**config.mk**
```make
export PLATFORM = sky130hd
export DESIGN_NAME = mem_access_ctrl
export DESIGN_NICKNAME = d
export VERILOG_FILES = /design/src/rtl/mem_access_pkg.sv /design/src/rtl/mem_load_extend.sv /design/src/rtl/mem_access_ctrl.sv
export SDC_FILE = /design/constraint.sdc
export NUM_CORES = 1
export LEC_CHECK = 0
export CAP_MARGIN = 10
export CORE_AREA = 10 10 144 146
export CTS_CLUSTER_SIZE = 24
export DETAILED_ROUTE_END_ITERATION = 8
export DIE_AREA = 0 0 154 156
export PLACE_DENSITY = 0.78
export SETUP_SLACK_MARGIN = 0.15
export SYNTH_ARGS = -nofsm -noshare
export SYNTH_HDL_FRONTEND = slang
export SYNTH_HIERARCHICAL = 1
export SYNTH_SLANG_ARGS = --single-unit
```
**constraint.sdc**
```tcl
create_clock -name clk -period 3.1 [get_ports clk]
set_input_delay 0.62 -clock clk [delete_from_list [all_inputs] [get_ports clk]]
set_output_delay 0.62 -clock clk [all_outputs]
set_load 0.005 [all_outputs]
```
**src/rtl/mem_access_pkg.sv**
```systemverilog
// Shared definitions for the MEM-stage access controller: access modes, FSM states, RAM size.
// Latency: none (types, constants and a pure helper function only).
// Backpressure: not applicable.
package mem_access_pkg;

    localparam int DATA_RAM_BYTES = 256;

    typedef enum logic [1:0] {
        MODE_BYTE  = 2'b00,
        MODE_HALF  = 2'b01,
        MODE_WORD  = 2'b10,
        MODE_DWORD = 2'b11
    } mode_t;

    typedef enum logic [2:0] {
        IDLE  = 3'd0,
        BEAT0 = 3'd1,
        GAP   = 3'd2,
        BEAT1 = 3'd3,
        RESP  = 3'd4
    } state_t;

    // True when the access is not naturally aligned or falls outside the data RAM.
    function automatic logic is_misaligned(input mode_t mode, input logic [31:0] addr);
        logic bad;
        bad = (addr >= 32'(DATA_RAM_BYTES));
        case (mode)
            MODE_HALF:  bad = bad | addr[0];
            MODE_WORD:  bad = bad | (addr[1:0] != 2'b00);
            MODE_DWORD: bad = bad | (addr[2:0] != 3'b000);
            default:    bad = bad;
        endcase
        return bad;
    endfunction

endpackage

```
**src/rtl/mem_load_extend.sv**
```systemverilog
// Load data extension: byte/halfword sign- or zero-extended, word/doubleword passed through.
// Latency: combinational.
// Backpressure: none.
module mem_load_extend
    import mem_access_pkg::*;
(
    input  logic [31:0] data_in,
    input  mode_t       mode,
    input  logic        sign_ext,
    output logic [31:0] data_out
);

    // Select the extension width from the access mode.
    always_comb begin
        data_out = data_in;
        case (mode)
            MODE_BYTE: data_out = {{24{sign_ext & data_in[7]}}, data_in[7:0]};
            MODE_HALF: data_out = {{16{sign_ext & data_in[15]}}, data_in[15:0]};
            default:   data_out = data_in;
        endcase
    end

endmodule

```
**src/rtl/mem_access_ctrl.sv**
```systemverilog
// MEM-stage access controller for a big-endian 256x8 RAM; doublewords split into two word beats.
// Latency: accept->rsp_valid 2 cycles (single beat), 4 (doubleword), 1 (rejected, MEM_ACCESS_ALIGN_CHECK_EN).
// Backpressure: req_ready high only in IDLE; requests offered while busy are dropped, not queued.
module mem_access_ctrl
    import mem_access_pkg::*;
(
    input  logic        clk,
    input  logic        rst_n,
    input  logic        req_valid,
    input  logic        req_write,
    input  logic [1:0]  req_mode,
    input  logic        req_signed,
    input  logic [31:0] req_addr,
    input  logic [31:0] req_wdata_hi,
    input  logic [31:0] req_wdata_lo,
    output logic        req_ready,
    output logic        rsp_valid,
    output logic        rsp_err,
    output logic [31:0] rsp_rdata_hi,
    output logic [31:0] rsp_rdata_lo,
    output logic        mem_enable,
    output logic        mem_rw,
    output logic [1:0]  mem_mode,
    output logic [31:0] mem_addr,
    output logic [31:0] mem_wdata,
    input  logic [31:0] mem_rdata
);

    state_t      state_q;
    state_t      state_d;
    logic        accept;
    logic        reject;
    logic        write_q;
    logic        signed_q;
    mode_t       mode_q;
    logic [31:0] addr_q;
    logic [31:0] wdata_hi_q;
    logic [31:0] wdata_lo_q;
    logic [31:0] rdata_hi_q;
    logic [31:0] rdata_lo_q;
    logic [31:0] ext_data;

    assign accept = req_valid && (state_q == IDLE);

`ifdef MEM_ACCESS_ALIGN_CHECK_EN
    logic err_q;

    assign reject = is_misaligned(mode_t'(req_mode), req_addr);

    // Remember whether the accepted access was rejected so RESP can flag it.
    always_ff @(posedge clk or negedge rst_n) begin
        if (!rst_n) begin
            err_q <= 1'b0;
        end else if (accept) begin
            err_q <= reject;
        end
    end

    assign rsp_err = (state_q == RESP) && err_q;
`else
    assign reject  = 1'b0;
    assign rsp_err = 1'b0;
`endif

    // State register.
    always_ff @(posedge clk or negedge rst_n) begin
        if (!rst_n) begin
            state_q <= IDLE;
        end else begin
            state_q <= state_d;
        end
    end

    // Next-state and RAM/handshake outputs; mem_* are zero outside the beat states.
    always_comb begin
        state_d    = state_q;
        req_ready  = 1'b0;
        rsp_valid  = 1'b0;
        mem_enable = 1'b0;
        mem_rw     = 1'b0;
        mem_mode   = 2'b00;
        mem_addr   = 32'h0;
        mem_wdata  = 32'h0;
        case (state_q)
            IDLE: begin
                req_ready = 1'b1;
                if (req_valid) begin
                    state_d = reject ? RESP : BEAT0;
                end
            end
            BEAT0: begin
                mem_enable = 1'b1;
                mem_rw     = write_q;
                mem_mode   = (mode_q == MODE_DWORD) ? MODE_WORD : mode_q;
                mem_addr   = addr_q;
                if (write_q) begin
                    mem_wdata = (mode_q == MODE_DWORD) ? wdata_hi_q : wdata_lo_q;
                end
                state_d = (mode_q == MODE_DWORD) ? GAP : RESP;
            end
            GAP: begin
                // Enable drops for one cycle so the RAM sees a fresh edge for the second beat.
                state_d = BEAT1;
            end
            BEAT1: begin
                mem_enable = 1'b1;
                mem_rw     = write_q;
                mem_mode   = MODE_WORD;
                mem_addr   = addr_q + 32'd4;
                if (write_q) begin
                    mem_wdata = wdata_lo_q;
                end
                state_d = RESP;
            end
            RESP: begin
                rsp_valid = 1'b1;
                state_d   = IDLE;
            end
            default: state_d = IDLE;
        endcase
    end

    // Latch the request fields on acceptance; they stay put for the whole access.
    always_ff @(posedge clk or negedge rst_n) begin
        if (!rst_n) begin
            write_q    <= 1'b0;
            signed_q   <= 1'b0;
            mode_q     <= MODE_BYTE;
            addr_q     <= 32'h0;
            wdata_hi_q <= 32'h0;
            wdata_lo_q <= 32'h0;
        end else if (accept) begin
            write_q    <= req_write;
            signed_q   <= req_signed;
            mode_q     <= mode_t'(req_mode);
            addr_q     <= req_addr;
            wdata_hi_q <= req_wdata_hi;
            wdata_lo_q <= req_wdata_lo;
        end
    end

    mem_load_extend u_load_extend (
        .data_in  (mem_rdata),
        .mode     (mode_q),
        .sign_ext (signed_q),
        .data_out (ext_data)
    );

    // Capture load data at the end of each beat; cleared on acceptance so stores/errors return 0.
    always_ff @(posedge clk or negedge rst_n) begin
        if (!rst_n) begin
            rdata_hi_q <= 32'h0;
            rdata_lo_q <= 32'h0;
        end else if (accept) begin
            rdata_hi_q <= 32'h0;
            rdata_lo_q <= 32'h0;
        end else if ((state_q == BEAT0) && !write_q) begin
            if (mode_q == MODE_DWORD) begin
                rdata_hi_q <= mem_rdata;
            end else begin
                rdata_lo_q <= ext_data;
            end
        end else if ((state_q == BEAT1) && !write_q) begin
            rdata_lo_q <= mem_rdata;
        end
    end

    assign rsp_rdata_hi = rdata_hi_q;
    assign rsp_rdata_lo = rdata_lo_q;

endmodule
```
* Word level (Yosys, flattened, before mapping)
Index checks and enable logic that the tools add are counted.
** Operators by class
- Add/sub/neg operators :: 1
- Eq/ne operators :: 8
- Muxes and demuxes :: 22
- Bitwise operators :: 2
- Reduce and logical (&&, ||, !) cells :: 12
** Operators by type and width (count)
- $mux 32 :: 10
- $pmux 32 s2 :: 3
- $add 32x3->32 const B :: 1
- $pmux 3 s4 :: 1
- $eq 3x2->1 const B :: 2
- $mux 3 :: 2
- $mux 1 :: 4
- $pmux 2 s2 :: 1
- $reduce_and 2->1 :: 2
- $reduce_bool 2->1 :: 2
- $eq 3x1->1 const B :: 1
- $eq 3x3->1 const B :: 1
- $logic_and 1x1->1 :: 3
- $logic_not 3->1 :: 1
- $ne 3x3->1 const B :: 1
- $reduce_bool 3->1 :: 1
- $and 1x1->1 :: 2
- $eq 2x1->1 const B :: 1
- $eq 2x2->1 const B :: 1
- $logic_not 2->1 :: 1
- $mux 2 :: 1
- $ne 2x2->1 const B :: 1
- $reduce_or 2->1 :: 1
- $logic_not 1->1 :: 1
** Storage, ports and cells
- Flip-flop bits (word level) :: 167
- Bits of input ports :: 135
- Word-level logic and storage cells :: 54

* Logic depth before layout (Yosys ltp)
- Word-level depth :: 5
- Depth in mapped cells :: 7
- Mapped depth without buffers :: 5

* By module
Netlist, hierarchy kept.
** Modules (own cells, without submodules)
- mem_access_ctrl :: instances 1, cells an instance 917, area an instance 7912.6 µm², seq. area each 4179.0 µm²
- mem_load_extend :: instances 1, cells an instance 66, area an instance 385.4 µm², seq. area each 0.0 µm²

* Worst setup path after synthesis
OpenSTA, ideal clock, no wires.
- Kind :: register to output
- From :: register addr_q[2]
- To :: output mem_addr[22]
- Arrival :: 1.992 ns
- Required time :: 2.480 ns
- Setup slack :: 0.488 ns
- Stages on the path, launching flop included :: 7
- Cells stage by stage :: dfrtp_1 ha_1 nand2_1 or4_1 clkbuf_2 or4_1 a21oi_1
** On the way
- Word-level cells in the longest chain between the ends :: 2
** Ends and longest elaborated chain
- from (decl) :: RTL line mem_access_ctrl.sv:36 : logic [31:0] addr_q;
- from (signal assigned) :: RTL line mem_access_ctrl.sv:136 : addr_q <= req_addr;
- $add 32x3->32 :: RTL line mem_access_ctrl.sv:109 : mem_addr = addr_q + 32'd4;
- $pmux 32 s2 :: RTL line mem_access_ctrl.sv:84 : case (state_q)
- to (decl) :: RTL line mem_access_ctrl.sv:24 : output logic [31:0] mem_addr,
Every way passes these cells.

* Worst setup path after layout
- From :: register addr_q[2]
- To :: output mem_addr[24]
The elaborated chain is that of the path after synthesis.

==> results.json <==
{
  "finClkSkew_ns": 0.00934,
  "p_sw_share_pct": 38.7,
  "place_area_mm2": 0.0113,
  "fin_crit_sh_pct": 104,
  "initial_core_util_pct": 46.5,
  "synthCells": 983,
  "ys_ff_latch": 167,
  "nNetsFinal": 1390,
  "cts_tree": "yes",
  "hpwl_mm": 18.9,
  "die_w_um": 154,
  "setup_viol": 7,
  "syn2layout_area_growth_pct": 47.2,
  "cts_max_level": 4,
  "core_area_mm2": 0.0178,
  "drt_iter0_drc": 625,
  "synthTopCellsByArea": "dfrtp_1 50%, nand2_1 18%, mux2i_1 4.3%",
  "comb_power_share_pct": 45.0,
  "status": "finished, violations left",
  "drt_pass1_iterations": 6,
  "grt_max_degree": 81,
  "pwr-share-seq_pct": 34.3,
  "critical_path_depth": 7,
  "finalWirelength_mm": 27.5,
  "final_area_mm2": 0.0122,
  "drv_slew": 0,
  "clkTransAtPathRegs_ns": 0.07,
  "finalCriticalPeriod_ns": 3.22,
  "drc_errors": 0,
  "num_rows": 49,
  "yosysUniqueCellTypes": 50,
  "synth_edf_count": 0,
  "cts-root-buf": "clkbuf_16",
  "p_int_mw": 6.57,
  "yosys.area.top_type_share_pct": 50.4,
  "seq_area_frac_synth_pct": 50.4,
  "crit_type": "flop to output pin",
  "pwr-share-clk_pct": 20.7,
  "antenna_found_initial": 1,
  "grt_setup_unrepaired": "yes",
  "power_density_mw_per_mm2": 879,
  "slowest_delay_ns": 0.60,
  "synthFlopType": "dfrtp_1",
  "fill_cells": 1455,
  "portBuffers": 268,
  "via_count": 7852,
  "required_ns": 2.48,
  "drive_above_1_share_pct": 12.2,
  "clk_latency_ns": 0.42,
  "ant_nets": 0,
  "reg2regPathDepth": 6,
  "hold_class": "primary input to asynchronous set/reset pin",
  "worstPathMaxFanout": 5,
  "grt_pass1_vias": 7922,
  "slew_headroom_pct": 48.7,
  "violations": "setup timing",
  "hold_slack_ns": 0.227,
  "slowest_stage": "or4_4",
  "crit_family": "simple AND/OR/NAND/NOR gates",
  "via_per_inst": 5.25,
  "die_height_um": 156,
  "synth-async-reset-ratio_pct": 100,
  "cts.sinks": 167,
  "dieArea_mm2": 0.0240,
  "max_cap_violations": 0,
  "cts_buffer_depth": 2,
  "cts_made_buffers": 17,
  "arrival_ns": 2.60,
  "yosysWarnings": 6,
  "tightest_slew_ns": 0.769,
  "worstSetupStartpointType": "flop",
  "cp-end-kind": "output pin",
  "regArea_mm2": 0.00418,
  "avgRoutedWirePerCell_um": 18.4,
  "p_sw_mw": 4.16,
  "timing.fmax_mhz": 310,
  "hold_viol_final": 0,
  "multi_input_area_mm2": 0.00391,
  "grt_pass1_wl_mm": 43.9,
  "worst_slack_ns": -0.123,
  "cp_common_cell": "or4_4",
  "syn_area_mm2": 0.00830,
  "io_pins": 270,
  "grt-ovfl-total": 0,
  "peakVddDrop_mv": 0.620,
  "place_congestion": 0.861,
  "path_buf_inv": 2,
  "crit_chain": "ha_2 > nand2_2 > or4_4 > buf_6 > or4_4 > a21oi_2 > buf_2",
  "synth_top_area_cell": "dfrtp_1",
  "grt_usage_pct": 22.4,
  "syn_avg_cell_area_um2": 8.44,
  "syn_nets": 1119,
  "p_leak_nw": 5.55,
  "insertedDiodeCount": 0
}
## cell families (layout without fill, tap and decap cells)
| logic type | after synthesis | count (layout) | share of synthesized area [%] |
|---|---|---|---|
| xor gates and xnor gates | 10 | 10 | 1.06 |
| buffers and inverters | 91 | 374 | 4.99 |
| AOI/OAI and AO/OA | 164 | 164 | 12.8 |
| other | 1 | 1 | 0.0452 |
| muxes | 37 | 37 | 4.61 |
| and+or+nand+nor | 512 | 512 | 25.9 |
| DFF | 167 | 167 | 50.4 |
| adders and majority gates | 1 | 1 | 0.151 |
## state kept, by name, indices dropped and copies added (netlist names)
signal	count
wdata_hi_q	32
wdata_lo_q	32
signed_q	1
mode_q	2
state_q	3
addr_q	32
rsp_rdata_lo	32
write_q	1
rsp_rdata_hi	32
## Yosys cell counts, types with 10 or more instances
| cell type | number |
|---|---|
| dfrtp_1 | 167 |
| nor2b_1 | 14 |
| mux2i_1 | 36 |
| o2bb2ai_1 | 16 |
| nand2_1 | 387 |
| or4_1 | 10 |
| inv_1 | 11 |
| nor2_1 | 52 |
| a22oi_1 | 32 |
| buf_4 | 10 |
| clkbuf_1 | 49 |
| o21ai_0 | 59 |
| a21oi_1 | 13 |
| a211oi_1 | 16 |
## final timing paths
path | to | start | slack (ns)
min in group clk | addr_q[0]$_DFFE_PN0P_ | addr_q[0]$_DFFE_PN0P_ | 0.47
min reg2reg | addr_q[0]$_DFFE_PN0P_ | addr_q[0]$_DFFE_PN0P_ | 0.47
max reg2reg | rsp_rdata_hi[4]$_DFFE_PN0P_ | state_q[1]$_DFFE_PN0P_ | 0.92
min | rsp_rdata_hi[5]$_DFFE_PN0P_ | rst_n | 0.23
max in group asynchronous | rsp_rdata_lo[18]$_DFFE_PN0P_ | rst_n | 2.06
max | mem_addr[24] | addr_q[2]$_DFFE_PN0P_ | -0.12
## area by class of cell
cell class	count	share of cell area [%]
sequential	167	34.2
clock buffer	19	3.71
inverter	11	0.369
tap	229	2.35
timing repair buffer	332	26.0
multi-input combinational	725	32.0
clock inverter	12	1.35
## stage by stage
step | util (%) | worst slack [ns] | cells | total power [mW] | setup TNS (ns)
final | 68.4 | -0.123 | 1495 | 10.7 | -0.399
after global routing | 68.4 | -0.188 | 1495 | 11.5 | -1.19
after CTS | 68.0 | -0.0577 | 1491 | 10.8 | -0.469
after detailed placement | 63.5 | -0.0431 | 1446 | 8.45 | -0.175
after global placement | 63.5 | 0.0000107 | 1446 | 8.31 | 0
after floorplan | - | 0.488 | 983 | 6.20 | 0
## what timing repair did
| action | CTS | global route |
|---|---|---|
| hold buffers | 0 | 0 |
| resized for setup | 128 | 28 |
| cloned | 3 | 0 |
| setup endpoints to repair | 53 | 39 |
| buffers inserted | 11 | 4 |
| pin swaps | 17 | 9 |
## cell usage in the layout (no fill, tap or decap), drive strengths merged, types with 14 or more instances in the layout
master	n
clkbuf	24
a22oi	32
o21ai	70
nor2	52
buf	81
nor2b	14
mux2i	37
a211oi	16
dfrtp	167
o2bb2ai	16
nand2	387
inv	14
clkdlybuf4s50	215
dlygate4sd2	26
## per-layer routing
metal	up-vias	GRT usage (%)	part of all wire (%)
li1	3810	-	-
met1	3728	28.0	41
met2	274	35.9	48
met3	38	6.73	8.1
met4	2	8.50	2.5
met5	-	0	0.047
## power by group through the flow
| stage | registers, mW | logic [mW] | clock network (mW) |
|---|---|---|---|
| after floorplan | 3.62 | 2.57 | 0 |
| after global placement | 3.65 | 4.67 | 0 |
| after detailed placement | 3.69 | 4.76 | 0 |
| after CTS | 3.66 | 4.83 | 2.26 |
| after global routing | 3.79 | 5.36 | 2.36 |
| final | 3.68 | 4.83 | 2.22 |
Power figures use the tool's default switching activity.
